### src/rtl/pulse_event_counter.sv
// Counts synchronised event pulses over fixed windows and offers each count on a valid/ready register.
// Define PULSE_GAP_CHECK_EN to build the event-spacing check that drives gap_err.
module pulse_event_counter #(
    parameter int CNT_W   = 8,
    parameter int WINDOW  = 100,
    parameter int MIN_GAP = 4
) (
    input  logic             clk2,
    input  logic             reset,
    input  logic             pulse_in,
    output logic [CNT_W-1:0] cnt_out,
    output logic             cnt_valid,
    input  logic             cnt_ready,
    output logic             overrun,
    output logic             gap_err
);

    localparam int               WIN_W    = (WINDOW > 1) ? $clog2(WINDOW) : 1;
    localparam logic [WIN_W-1:0] WIN_LAST = WIN_W'(WINDOW - 1);
    localparam logic [CNT_W-1:0] CNT_MAX  = {CNT_W{1'b1}};

    typedef enum logic {EMPTY, FULL} state_t;

    state_t           state;
    state_t           state_next;
    logic             pulse_prev;
    logic             event_det;
    logic             win_end;
    logic             load_result;
    logic             drop_result;
    logic [WIN_W-1:0] win_cnt;
    logic [CNT_W-1:0] acc;
    logic [CNT_W-1:0] acc_inc;
    logic [CNT_W-1:0] result;

    assign event_det = pulse_in & ~pulse_prev;
    assign win_end   = (win_cnt == WIN_LAST);
    assign acc_inc   = (acc == CNT_MAX) ? acc : acc + CNT_W'(1);
    // An event on the closing cycle still belongs to the window that is ending.
    assign result    = event_det ? acc_inc : acc;

    always_ff @(posedge clk2) begin
        if (reset) begin
            pulse_prev <= 1'b0;
            win_cnt    <= '0;
            acc        <= '0;
        end else begin
            pulse_prev <= pulse_in;
            win_cnt    <= win_end ? '0 : win_cnt + WIN_W'(1);
            if (win_end) begin
                acc <= '0;
            end else if (event_det) begin
                acc <= acc_inc;
            end
        end
    end

    always_ff @(posedge clk2) begin
        if (reset) begin
            state <= EMPTY;
        end else begin
            state <= state_next;
        end
    end

    always_comb begin
        state_next = state;
        case (state)
            EMPTY: if (win_end) state_next = FULL;
            FULL:  if (cnt_ready && !win_end) state_next = EMPTY;
        endcase
    end

    // A full register only takes a new result when the old one is leaving on the same edge.
    always_comb begin
        load_result = 1'b0;
        drop_result = 1'b0;
        if (win_end) begin
            if (state == EMPTY || cnt_ready) begin
                load_result = 1'b1;
            end else begin
                drop_result = 1'b1;
            end
        end
    end

    assign cnt_valid = (state == FULL);

    always_ff @(posedge clk2) begin
        if (reset) begin
            cnt_out <= '0;
            overrun <= 1'b0;
        end else begin
            if (load_result) begin
                cnt_out <= result;
            end
            if (drop_result) begin
                overrun <= 1'b1;
            end
        end
    end

`ifdef PULSE_GAP_CHECK_EN
    localparam int               GAP_W   = $clog2(MIN_GAP + 1);
    localparam logic [GAP_W-1:0] GAP_MAX = GAP_W'(MIN_GAP);

    logic [GAP_W-1:0] gap_cnt;

    // Starting saturated means the first event after reset is always far enough away.
    always_ff @(posedge clk2) begin
        if (reset) begin
            gap_cnt <= GAP_MAX;
            gap_err <= 1'b0;
        end else if (event_det) begin
            if (gap_cnt < GAP_MAX) begin
                gap_err <= 1'b1;
            end
            gap_cnt <= GAP_W'(1);
        end else if (gap_cnt != GAP_MAX) begin
            gap_cnt <= gap_cnt + GAP_W'(1);
        end
    end
`else
    assign gap_err = 1'b0;
`endif

endmodule

### config.mk
export PLATFORM = sky130hd
export DESIGN_NAME = pulse_event_counter
export DESIGN_NICKNAME = d
export VERILOG_FILES = /design/src/rtl/pulse_event_counter.sv
export SDC_FILE = /design/constraint.sdc
export NUM_CORES = 1
export LEC_CHECK = 0
export CAP_MARGIN = 30
export CORE_ASPECT_RATIO = 1.25
export CORE_MARGIN = 2
export CORE_UTILIZATION = 35
export DETAILED_ROUTE_END_ITERATION = 8
export PLACE_DENSITY = 0.53
export SETUP_SLACK_MARGIN = 0.05
export SLEW_MARGIN = 5
export SYNTH_ARGS = -nofsm -noshare
export SYNTH_HDL_FRONTEND = slang
export SYNTH_SLANG_ARGS = --single-unit
### constraint.sdc
create_clock -name clk2 -period 4.8 [get_ports clk2]
set_clock_uncertainty 0.15 [all_clocks]
set_input_delay 0.96 -clock clk2 [delete_from_list [all_inputs] [get_ports clk2]]
set_output_delay 0.96 -clock clk2 [all_outputs]
set_load 0.01 [all_outputs]
### Yosys cells after proc, flatten, opt, wreduce, memory -nomap -nowiden

Cells that the tools add are included.

| word-level totals | value |
|---|---|
| register bits | 26 |
| bits in latches | 0 |
| memory bits (writable) | 0 |
| memory bits (read-only) | 0 |
| input bits | 4 |
| output and inout port bits | 11 |
| word-level logic and storage cells | 26 |
| memories kept | 0 |

| cells by class | value |
|---|---|
| add/sub/neg operators | 2 |
| multiply operators | 0 |
| div/mod/pow operators | 0 |
| order comparisons | 0 |
| equality and inequality tests | 2 |
| shift-type cells | 0 |
| mux-type cells | 9 |
| bitwise logic cells | 3 |
| reductions and logical operators | 4 |

Operators by type and width:

| kind | number |
|---|---|
| $mux 8 | 2 |
| $add 8x1->8 const B | 1 |
| $eq 8x8->1 const B | 1 |
| $add 7x1->7 const B | 1 |
| $eq 7x7->1 const B | 1 |
| $mux 1 | 6 |
| $not 1->1 | 2 |
| $pmux 1 s2 | 1 |
| $reduce_or 2->1 | 1 |
| $and 1x1->1 | 1 |
| $logic_and 1x1->1 | 1 |
| $logic_not 1->1 | 1 |
| $logic_or 1x1->1 | 1 |

### Depth between registers and ports, before layout

Gate-level depths: netlist of run 1.

| depth | value |
|---|---|
| depth after elaboration | 5 |
| depth in mapped cells | 7 |
| mapped depth without buffers | 5 |

### Worst setup path before layout of run 1

OpenSTA, ideal clock, no wires.

| timing | value |
|---|---|
| path type | input-to-reg |
| start point | in pulse_in |
| end point | reg cnt_out[7] |
| library setup time | 0.135 ns |
| arrival | 1.676 ns |
| data required time | 4.515 ns |
| slack | 2.839 ns |
| stages | 4 |
| path buffers | 0 |
| cells stage by stage | nand4b_1 nor3b_1 and4_1 nor4_2 |

| on the way | value |
|---|---|
| longest elaborated chain between the ends | 2 |

Ends and longest elaborated chain:

| item | RTL line | source |
|---|---|---|
| start, declared | 10 | `input logic pulse_in,` |
| $and 1x1->1 | 36 | `assign event_det = pulse_in & ~pulse_prev;` |
| $mux 8 | n/a |  |
| end signal, assigned | 95 | `cnt_out <= result;` |
| end, declared | 11 | `output logic [CNT_W-1:0] cnt_out,` |

No other way between the ends.
A chain may end at the register's enable or synchronous reset.

### Worst setup path after layout of run 1

Same ends and word-level chain as after synthesis.

==> results of run 1 <==
[cells by family after synthesis]
group                    after synthesis  synth area share
other                                  1           0.00341
multiplexers                           3            0.0273
buffers and inverters                  7            0.0387
AO/OA/AOI/OAI                         14            0.0967
adder cells (fa/ha/maj)                2            0.0227
XOR/XNOR                               9            0.0717
flip-flops                            26             0.473
AND/OR/NAND/NOR                       53             0.266
[power breakdown]
part / internal (mW) / switching [mW]
logic: 0.00776 / 0.00983
clock network: 0.0463 / 0.0595
registers: 0.220 / 0.00350
total: 0.274 / 0.0728
[critical path, stage by stage]
cell and delay (ns):
clkdlybuf4s50_1 0.51, nand4b_1 0.16, nor3b_1 0.40, nor3b_1 0.11, nor4_2 0.26
[layout make-up]
type / count / area (µm²) / share of cell area
clock buffer: 4 / 36.3 / 0.0284
multi-input combinational: 82 / 537 / 0.421
sequential: 26 / 520 / 0.408
inverter: 2 / 7.51 / 0.00588
tap: 36 / 45.0 / 0.0353
timing repair buffer: 13 / 130 / 0.102
[placed cells by master, fill, tap and decap left out, drive strengths merged, types with 2 or more instances in the layout]
cell           Yosys  routed
and4               2       2
nand2              3       3
inv                2       2
xnor2              3       3
ha                 2       2
nand3              4       4
dfxtp             26      26
xor2               6       6
nand2b             3       3
mux2i              3       3
nor2b              4       4
o21ai              2       2
clkdlybuf4s50      0      13
a211oi             5       5
o22ai              2       2
clkbuf             1       4
and3               3       3
nor2              25      25
nor3b              2       2
o211ai             3       3
[how the worst min path moves through the flow]
stage / slack [ns] / endpoint / depth (start not counted)
after floorplan: 0.26 / win_cnt[0] / 1
after global placement: 0.28 / win_cnt[0] / 1
after detailed placement: 0.29 / win_cnt[0] / 1
after CTS: 0.31 / win_cnt[0] / 1
after global routing: 0.36 / win_cnt[0] / 1
final: 0.31 / win_cnt[0] / 1
[registers in the layout, indices dropped and copies added (netlist names)]
| register | count |
|---|---|
| cnt_valid | 1 |
| pulse_prev | 1 |
| cnt_out | 8 |
| overrun | 1 |
| win_cnt | 7 |
| acc | 8 |
[metrics by stage]
stage,worst slack (ns),std cells
6_report,2.48,163
5_1_grt,2.34,163
3_3_place_gp,2.16,159
3_5_place_dp,2.13,159
2_1_floorplan,2.84,115
4_1_cts,2.46,163
[routing by layer]
layer | vias up | wire length (µm) | GRT usage
li1 | 420 | - | -
met1 | 367 | 901 | 0.150
met2 | 5 | 919 | 0.202
met3 | 2 | 34 | 0.0202
met4 | 0 | 17 | 0.0563
met5 | - | 0 | 0
==> results.md, run 1 <==
- Worst endpoint data arrival time: 2.40 ns
- Hold Path Class: reg2reg
- # Post-CTS Setup Buffers: 0
- Leak Pwr: 0.447 nW
- Synth warn: 0
- Synth area leader: dfxtp_1
- Worst hold-check slack: 0.307 ns
- Share of flip-flops with an asynchronous set or reset: 0
- Launching point of the worst reg2reg path: win_cnt[4]
- Initial antenna violation count: 0
- Area growth from synthesis to layout: 16.0%
- Power density cells: 272 nW/µm²
- Core footprint: 2970 µm²
- Total gr overflow: 0
- Unrepaired setup endpoints after global routing: false
- Number of global-route vias before repair: 739
- Critical path endpoint category: register
- GPL Wtd Cong: 0.675
- Vias post-DR: 794
- CTS resizes: 0
- Worst-path maximum fanout: 4
- Post-synth EDFFs: 0
- Port bufs: 13
- Fin. Hold Viols: 0
- Fmax achieved: 431 MHz
- Die area: 3610 µm²
- Post-route cell area: 1280 µm²
- Die X: 54.1 µm
- Post-synth top cells: dfxtp_1 (26), nor2_1 (25), xor2_1 (6)
- Clk_lat worst skew: 0.31 ns
- WL final: 1.87 mm
- Die Span Y: 66.7 µm
- # setup viols final: 0
- TritonCTS Buffers: 3
- Syn_nets: 121
- IO Pins: 15
- Top-count cell post-synth: dfxtp_1
- # DRC: 0
- Yosys cell types: 34
- Largest net degree at the start of global routing: 17
- Initial Util: 0.370
- Drt first pass iters: 4
- Clk sinks: 26
- DP HPWL: 1.39 mm
- Register-to-Register Path Depth: 4
- Crit path to: cnt_out[7]
- Total of max-cap violations: 0
- All-layer global routing usage: 0.122
- Actual slew at the worst max-slew pin: 0.579 ns
- Ratio of cells with drive above 1 in the final layout: 0.0709
- Status: complete, no violations
- Reg clk slew, reported paths: 0.13 ns
- R2R Path End: cnt_out[7]
- Largest cells by area after synthesis: dfxtp_1 (47%), nor2_1 (8.5%), xor2_1 (4.8%), mux2i_1 (2.7%), xnor2_1 (2.4%)
- Clock buffer depth: 2
- CTS tree: done
- Placed cell area: 1240 µm²
- Cell row count: 22
- Fin util: 0.429
- CP Class: in2reg
- Post-layout net count: roughly 130
- Predominant post-synthesis flop cell: dfxtp_1
- Hold Startpoint: win_cnt[0]
- Hold_buf cts: 0
- Antenna fix cells: 0
- Slew headroom: 0.613
- 1st-iter DRT viols: 13
- CP Launch Type: input pin
- Critical Path Source: pulse_in
- Wire length per cell: 11.5 µm
- Drt via density: 4.87
- Peak VDD IR: 0.170 mV
- R2R Setup Slk: 2.72 ns
- Worst Path Required: around 4.9 ns
- Filler cells: just over 300
- Post-synthesis sequential area ratio: 0.473
- H-tree depth: 1
- Pins Over Slew Limit: 0
- Final ANT Viol Nets: 0
- Post-Syn Area: between 1000 and 1500 µm²
- First-pass GRT wire length: 3.20 mm
- Share of the synthesized area in the top cell type: 0.473
- Power after layout: around 0.35 mW
- Final period utilization: 0.484
- Number of synthesized register bits: 26
- Synth Area per Inst: 9.56 µm²
- Root Buffer: clkbuf_4
- Final min period: 2.32 ns
- Cells after Synth: 115
- Setup TNS: 0 ns
(Power assumes the default switching activity.)
==> run 2, diff against run 1 <==
Settings changed: PLACE_DENSITY 0.53 to 0.55.
Clock period 4.8 ns to 1.95 ns, I/O delays scaled along.
==> results.md, run 2 (synthesis results as in run 1) <==
- Hold Path Class: reg2reg (unchanged)
- Antenna fix cells: 0 (unchanged)
- Post-layout net count: 140 (was 134)
- Top delay family on crit path: simple AND/OR/NAND/NOR gates (unchanged)
- Final period utilization: 0.933
- WL final: 1.96 mm (was 1.87 mm)
- # DRC: 0 (unchanged)
- Initial antenna violation count: 0 (unchanged)
- Final min period: ~1.8 ns
- Die area: 3610 µm² (unchanged)
- Power after layout: 0.971 mW (was 0.347 mW)
- GPL Wtd Cong: 0.679 (was 0.675)
- Clock share of power: 0.383 (was 0.305)
- Placed cell area: 1280 µm² (was 1240 µm²)
- Drt via density: 4.76 (was 4.87)
- Unrepaired setup endpoints after global routing: false (unchanged)
- Wire length per cell: 11.6 µm (was 11.5 µm)
- CP peak stage delay: 0.56 ns (was 0.51 ns)
- CP Launch Type: register (was input pin)
- Die Span Y: 66.7 µm (unchanged)
- Power density cells: 721 nW/µm² (was 272 nW/µm²)
- Clk_lat worst skew: 0.32 ns (was 0.31 ns)
- Status: complete, no violations (unchanged)
- Worst-path maximum fanout: 9 (was 4)
- Area growth from synthesis to layout: 22.5% (was 16.0%)
- Pins Over Slew Limit: 0 (unchanged)
- Net switching power: 0.197 mW (was 0.0728 mW)
- Vias post-DR: 805 (was 794)
- H-tree depth: 1 (unchanged)
- Clk sinks: 26 (unchanged)
- Total of max-cap violations: 0 (unchanged)
- Root Buffer: clkbuf_4 (unchanged)
- Reg clk slew, reported paths: 0.15 ns (was 0.13 ns)
- Register area: 520 µm² (unchanged)
- Slowest stage cell, crit path: or4b_4 (was clkdlybuf4s50_1)
- First-pass GRT wire length: 3.30 mm (was 3.20 mm)
- Final ANT Viol Nets: 0 (unchanged)
- Number of global-route vias before repair: 793 (was 739)
- Worst hold-check slack: 0.296 ns (was 0.307 ns)
- TritonCTS Buffers: 3 (unchanged)
- Filler cells: 302 (was 308)
- Post-route cell area: 1350 µm² (was 1280 µm²)
- CP Class: reg2reg (was in2reg)
- Ratio of cells with drive above 1 in the final layout: 0.128 (was 0.0709)
- Worst path bufs/invs: 1 (unchanged)
- Combinational Power Share: 0.050 (was 0.051)
- # setup viols final: 0 (unchanged)
- Fmax achieved: 549 MHz
- Total gr overflow: 0 (unchanged)
- IO Pins: 15 (unchanged)
- Area occupied by multi-input gates: 543 µm² (was 537 µm²)
- Drt first pass iters: 4 (unchanged)
- All-layer global routing usage: 0.126 (was 0.122)
- Sequential group share of total power: 0.567 (was 0.644)
- CTS tree: done (unchanged)
- Clock buffer depth: 2 (unchanged)
- Largest net degree at the start of global routing: 16 (was 17)
- Critical path endpoint category: register (unchanged)
- Switch share: 0.203 (was 0.210)
- Cell row count: 22 (unchanged)
- Initial Util: 0.370 (unchanged)
- Crit path cell chain: or4b_4 > nor3_4 > buf_6 > nor2_1 > a211oi_1 (was clkdlybuf4s50_1 > nand4b_1 > nor3b_1 > nor3b_1 > nor4_2)
- Worst endpoint data arrival time: 1.91 ns (was 2.40 ns)
- 1st-iter DRT viols: 11 (was 13)
- Leak Pwr: 0.488 nW (was 0.447 nW)
- P_int: 0.774 mW (was 0.274 mW)
- Most common cell after layout, fill and taps aside: dfxtp_1 (unchanged)
- Die X: 54.1 µm (unchanged)
- Largest registers: acc (8), cnt_out (8), win_cnt (7) (unchanged)
- Peak VDD IR: 0.446 mV (was 0.170 mV)
- Worst Path Required: 2.04 ns (was 4.88 ns)
- DP HPWL: 1.45 mm (was 1.39 mm)
- Fin. Hold Viols: 0 (unchanged)
- Core footprint: 2970 µm² (unchanged)
- Hold_buf cts: 0 (unchanged)
- Port bufs: 13 (unchanged)
- Most frequent cells in the layout: dfxtp_1 (26), nor2_1 (25), clkdlybuf4s50_1 (13), xor2_1 (6), buf_4 (5) (was dfxtp_1 (26), nor2_1 (25), clkdlybuf4s50_1 (13), xor2_1 (6))
==> run 2: cell types whose count changed in the layout (fill, tap and decap cells not counted), sizes merged <==
cell / change
bufinv: +1
clkbuf: -1
buf: +6
==> run 2: power by group through the flow <==
stage	clock network [mW]	registers [mW]	logic [mW]
5_1_grt	0.399	0.552	0.0567
6_report	0.372	0.550	0.0490
3_5_place_dp	0	0.562	0.0479
2_1_floorplan	0	0.560	0.0336
3_3_place_gp	0	0.561	0.0475
4_1_cts	0.386	0.551	0.0486
==> run 2: what timing repair did <==
item | in CTS | in global routing
setup endpoints to repair | 0 | 15
resized for setup | 0 | 3
setup buffers | 0 | 0
==> run 2: area by class of cell <==
type / instances / share of cell area
Clock inverter: 1 / 0.0223
Clock buffer: 3 / 0.0167
Sequential cell: 26 / 0.386
Tap cell: 36 / 0.0334
Timing Repair Buffer: 19 / 0.133
Inverter: 2 / 0.00557
Multi-Input combinational cell: 82 / 0.403
==> run 2: per-layer routing <==
metal | vias to the layer above | part of all wire | track usage | wire length (µm)
li1 | 430 | - | - | -
met1 | 368 | 0.48 | 0.154 | 934
met2 | 5 | 0.49 | 0.206 | 958
met3 | 2 | 0.023 | 0.0202 | 45
met4 | 0 | 0.012 | 0.0656 | 23
met5 | - | 0 | 0 | 0
==> run 2: per-stage QoR <==
step | cells | setup WS (ns) | util | setup TNS [ns]
floorplan | 115 | 0.209 | - | 0
global placement | 165 | 0.00956 | 0.432 | 0
detailed placement | 165 | -0.0225 | 0.432 | -0.0279
CTS | 169 | 0.0742 | 0.450 | 0
global route | 169 | 0.0327 | 0.453 | 0
finish | 169 | 0.130 | 0.453 | 0
==> run 2: worst paths after layout <==
kind | start | end | slack (ns) | cells after the start
max | win_cnt[4] | cnt_out[1] | 0.13 | 5
min | win_cnt[0] | win_cnt[0] | 0.30 | 1
max reg2reg | win_cnt[4] | cnt_out[1] | 0.13 | 5
min reg2reg | win_cnt[0] | win_cnt[0] | 0.30 | 1
==> run 2: worst register-to-register path: cells and delay by family, from the launching register on <==
kind            cells  cell delay (ns)
compound gates      1             0.20
flops               1             0.37
buf+inv             1             0.17
simple gates        3             0.85
==> run 3, diff against run 2 <==
Settings changed: CORE_UTILIZATION 35 to 33, PLACE_DENSITY 0.55 to 0.53.
==> results.md, run 3 (synthesis results as in run 1) <==
- Status: complete, no violations (unchanged)
- Largest registers: acc (8), cnt_out (8), win_cnt (7) (unchanged)
- Worst-path maximum fanout: 5 (was 9)
- Total gr overflow: 0 (unchanged)
- Hold_buf cts: 0 (unchanged)
- # DRC: 0 (unchanged)
- CP Class: reg2reg (unchanged)
- Total of max-cap violations: 0 (unchanged)
- First-pass GRT wire length: 3.44 mm (was 3.30 mm)
- CP Launch Type: register (unchanged)
- Worst Path Required: 1.99 ns (was 2.04 ns)
- Area growth from synthesis to layout: 26.8% (was 22.5%)
- Core footprint: 3190 µm² (was 2970 µm²)
- DP HPWL: 1.52 mm (was 1.45 mm)
- Vias post-DR: 859 (was 805)
- Top delay family on crit path: simple AND/OR/NAND/NOR gates (unchanged)
- Worst hold-check slack: 0.302 ns (was 0.296 ns)
- Placed cell area: 1290 µm² (was 1280 µm²)
- Post-route cell area: 1400 µm² (was 1350 µm²)
- Initial Util: 0.344 (was 0.370)
- Clk_lat worst skew: 0.26 ns (was 0.32 ns)
- Hold Path Class: reg2reg (unchanged)
- Ratio of cells with drive above 1 in the final layout: 0.172 (was 0.128)
- IO Pins: 15 (unchanged)
- Filler cells: 321 (was 302)
- Unrepaired setup endpoints after global routing: true (was false)
- Number of global-route vias before repair: 819 (was 793)
- Port bufs: 13 (unchanged)
- Wire length per cell: 12.6 µm (was 11.6 µm)
- Post-layout net count: 142 (was 140)
- Final ANT Viol Nets: 0 (unchanged)
- Die area: 3810 µm² (was 3610 µm²)
- Fmax achieved: 542 MHz (was 549 MHz)
- WL final: 2.15 mm (was 1.96 mm)
- Pre-CTS setup slack: -0.0305 ns (was -0.0225 ns)
- Final period utilization: 0.946 (was 0.933)
- Most frequent cells in the layout: nor2_1 (25), dfxtp_1 (24), clkdlybuf4s50_1 (13), xor2_1 (6), buf_4 (6) (was dfxtp_1 (26), nor2_1 (25), clkdlybuf4s50_1 (13), xor2_1 (6), buf_4 (5))
- Crit path cell chain: or4b_4 > nor3_4 > buf_4 > nor2_1 > a211oi_2 (was or4b_4 > nor3_4 > buf_6 > nor2_1 > a211oi_1)
- TritonCTS Buffers: 3 (unchanged)
- Finished Layout Cells: 171 (was 169)
- Setup TNS: 0 ns (unchanged)
- Clk sinks: 26 (unchanged)
- Critical path endpoint category: register (unchanged)
- All-layer global routing usage: 0.114 (was 0.126)
- H-tree depth: 1 (unchanged)
- CP peak stage delay: 0.56 ns (about the same)
- Worst endpoint data arrival time: 1.88 ns (was 1.91 ns)
- Antenna fix cells: 0 (unchanged)
- # setup viols final: 0 (unchanged)
- 1st-iter DRT viols: 9 (was 11)
- Peak VDD IR: 0.340 mV (was 0.446 mV)
- Largest net degree at the start of global routing: 16 (unchanged)
- Fin. Hold Viols: 0 (unchanged)
- Die X: 55.6 µm (was 54.1 µm)
- GPL Wtd Cong: 0.682 (was 0.679)
- Worst path bufs/invs: 1 (unchanged)
- Final min period: 1.84 ns (was 1.82 ns)
- Clock buffer depth: 2 (unchanged)
- Most common cell after layout, fill and taps aside: nor2_1 (was dfxtp_1)
- Initial antenna violation count: 0 (unchanged)
- Reg clk slew, reported paths: 0.08 ns (was 0.15 ns)
- Slowest stage cell, crit path: or4b_4 (unchanged)
- Power density cells: 642 nW/µm² (was 721 nW/µm²)
- Leak Pwr: 0.507 nW (was 0.488 nW)
- Drt via density: 5.02 (was 4.76)
- Final worst slack: 0.106 ns (was 0.130 ns)
- Cell row count: 23 (was 22)
- Die Span Y: 68.5 µm (was 66.7 µm)
- Root Buffer: clkbuf_8 (was clkbuf_4)
- Placed insts: 165 (unchanged)
- Drt first pass iters: 3 (was 4)
- CTS tree: done (unchanged)
- Pins Over Slew Limit: 0 (unchanged)
run 3: final timing paths:
path | start | to | slack [ns] | cells after the start
setup / recovery | win_cnt[2] | cnt_out[5] | 0.11 | 5
hold / removal | win_cnt[0] | win_cnt[0] | 0.30 | 1
setup reg to reg | win_cnt[2] | cnt_out[5] | 0.11 | 5
hold reg to reg | win_cnt[0] | win_cnt[0] | 0.30 | 1
run 3: layout make-up:
class	instances	area (µm²)	area share
tap	37	46.3	0.0332
timing repair buffer	21	206	0.148
clock buffer	3	41.3	0.0296
multi-input combinational	82	566	0.405
inverter	2	7.51	0.00538
sequential	26	528	0.378
run 3: metrics by stage:
step / total power, mW / util
after floorplan: 0.593 / -
after CTS: 0.908 / 0.417
after detailed placement: 0.612 / 0.404
after global routing: 0.934 / 0.437
final: 0.895 / 0.437
after global placement: 0.611 / 0.404
run 3: metal layers:
metal	share of wire	global-route usage
met5	0	0
met1	0.43	0.121
met3	0.018	0.0187
met2	0.54	0.220
met4	0.0079	0.0549
run 3: power breakdown:
part           internal, mW  total, mW  switching [mW]
logic                0.0270     0.0543          0.0272
clock network         0.138      0.293           0.155
registers             0.539      0.548         0.00853
total                 0.704      0.895           0.191
run 3: timing repair:
action / in CTS / in global routing
endpoints found under the setup margin: 0 / 6
hold endpoints to repair: 0 / 0
gates resized for setup: 0 / 10
setup buffers: 0 / 4
run 3: worst register-to-register path: stages, from the launching register on:
cell	delay [ns]
dfxtp_4	0.36
or4b_4	0.56
nor3_4	0.28
buf_4	0.20
nor2_1	0.05
a211oi_2	0.17
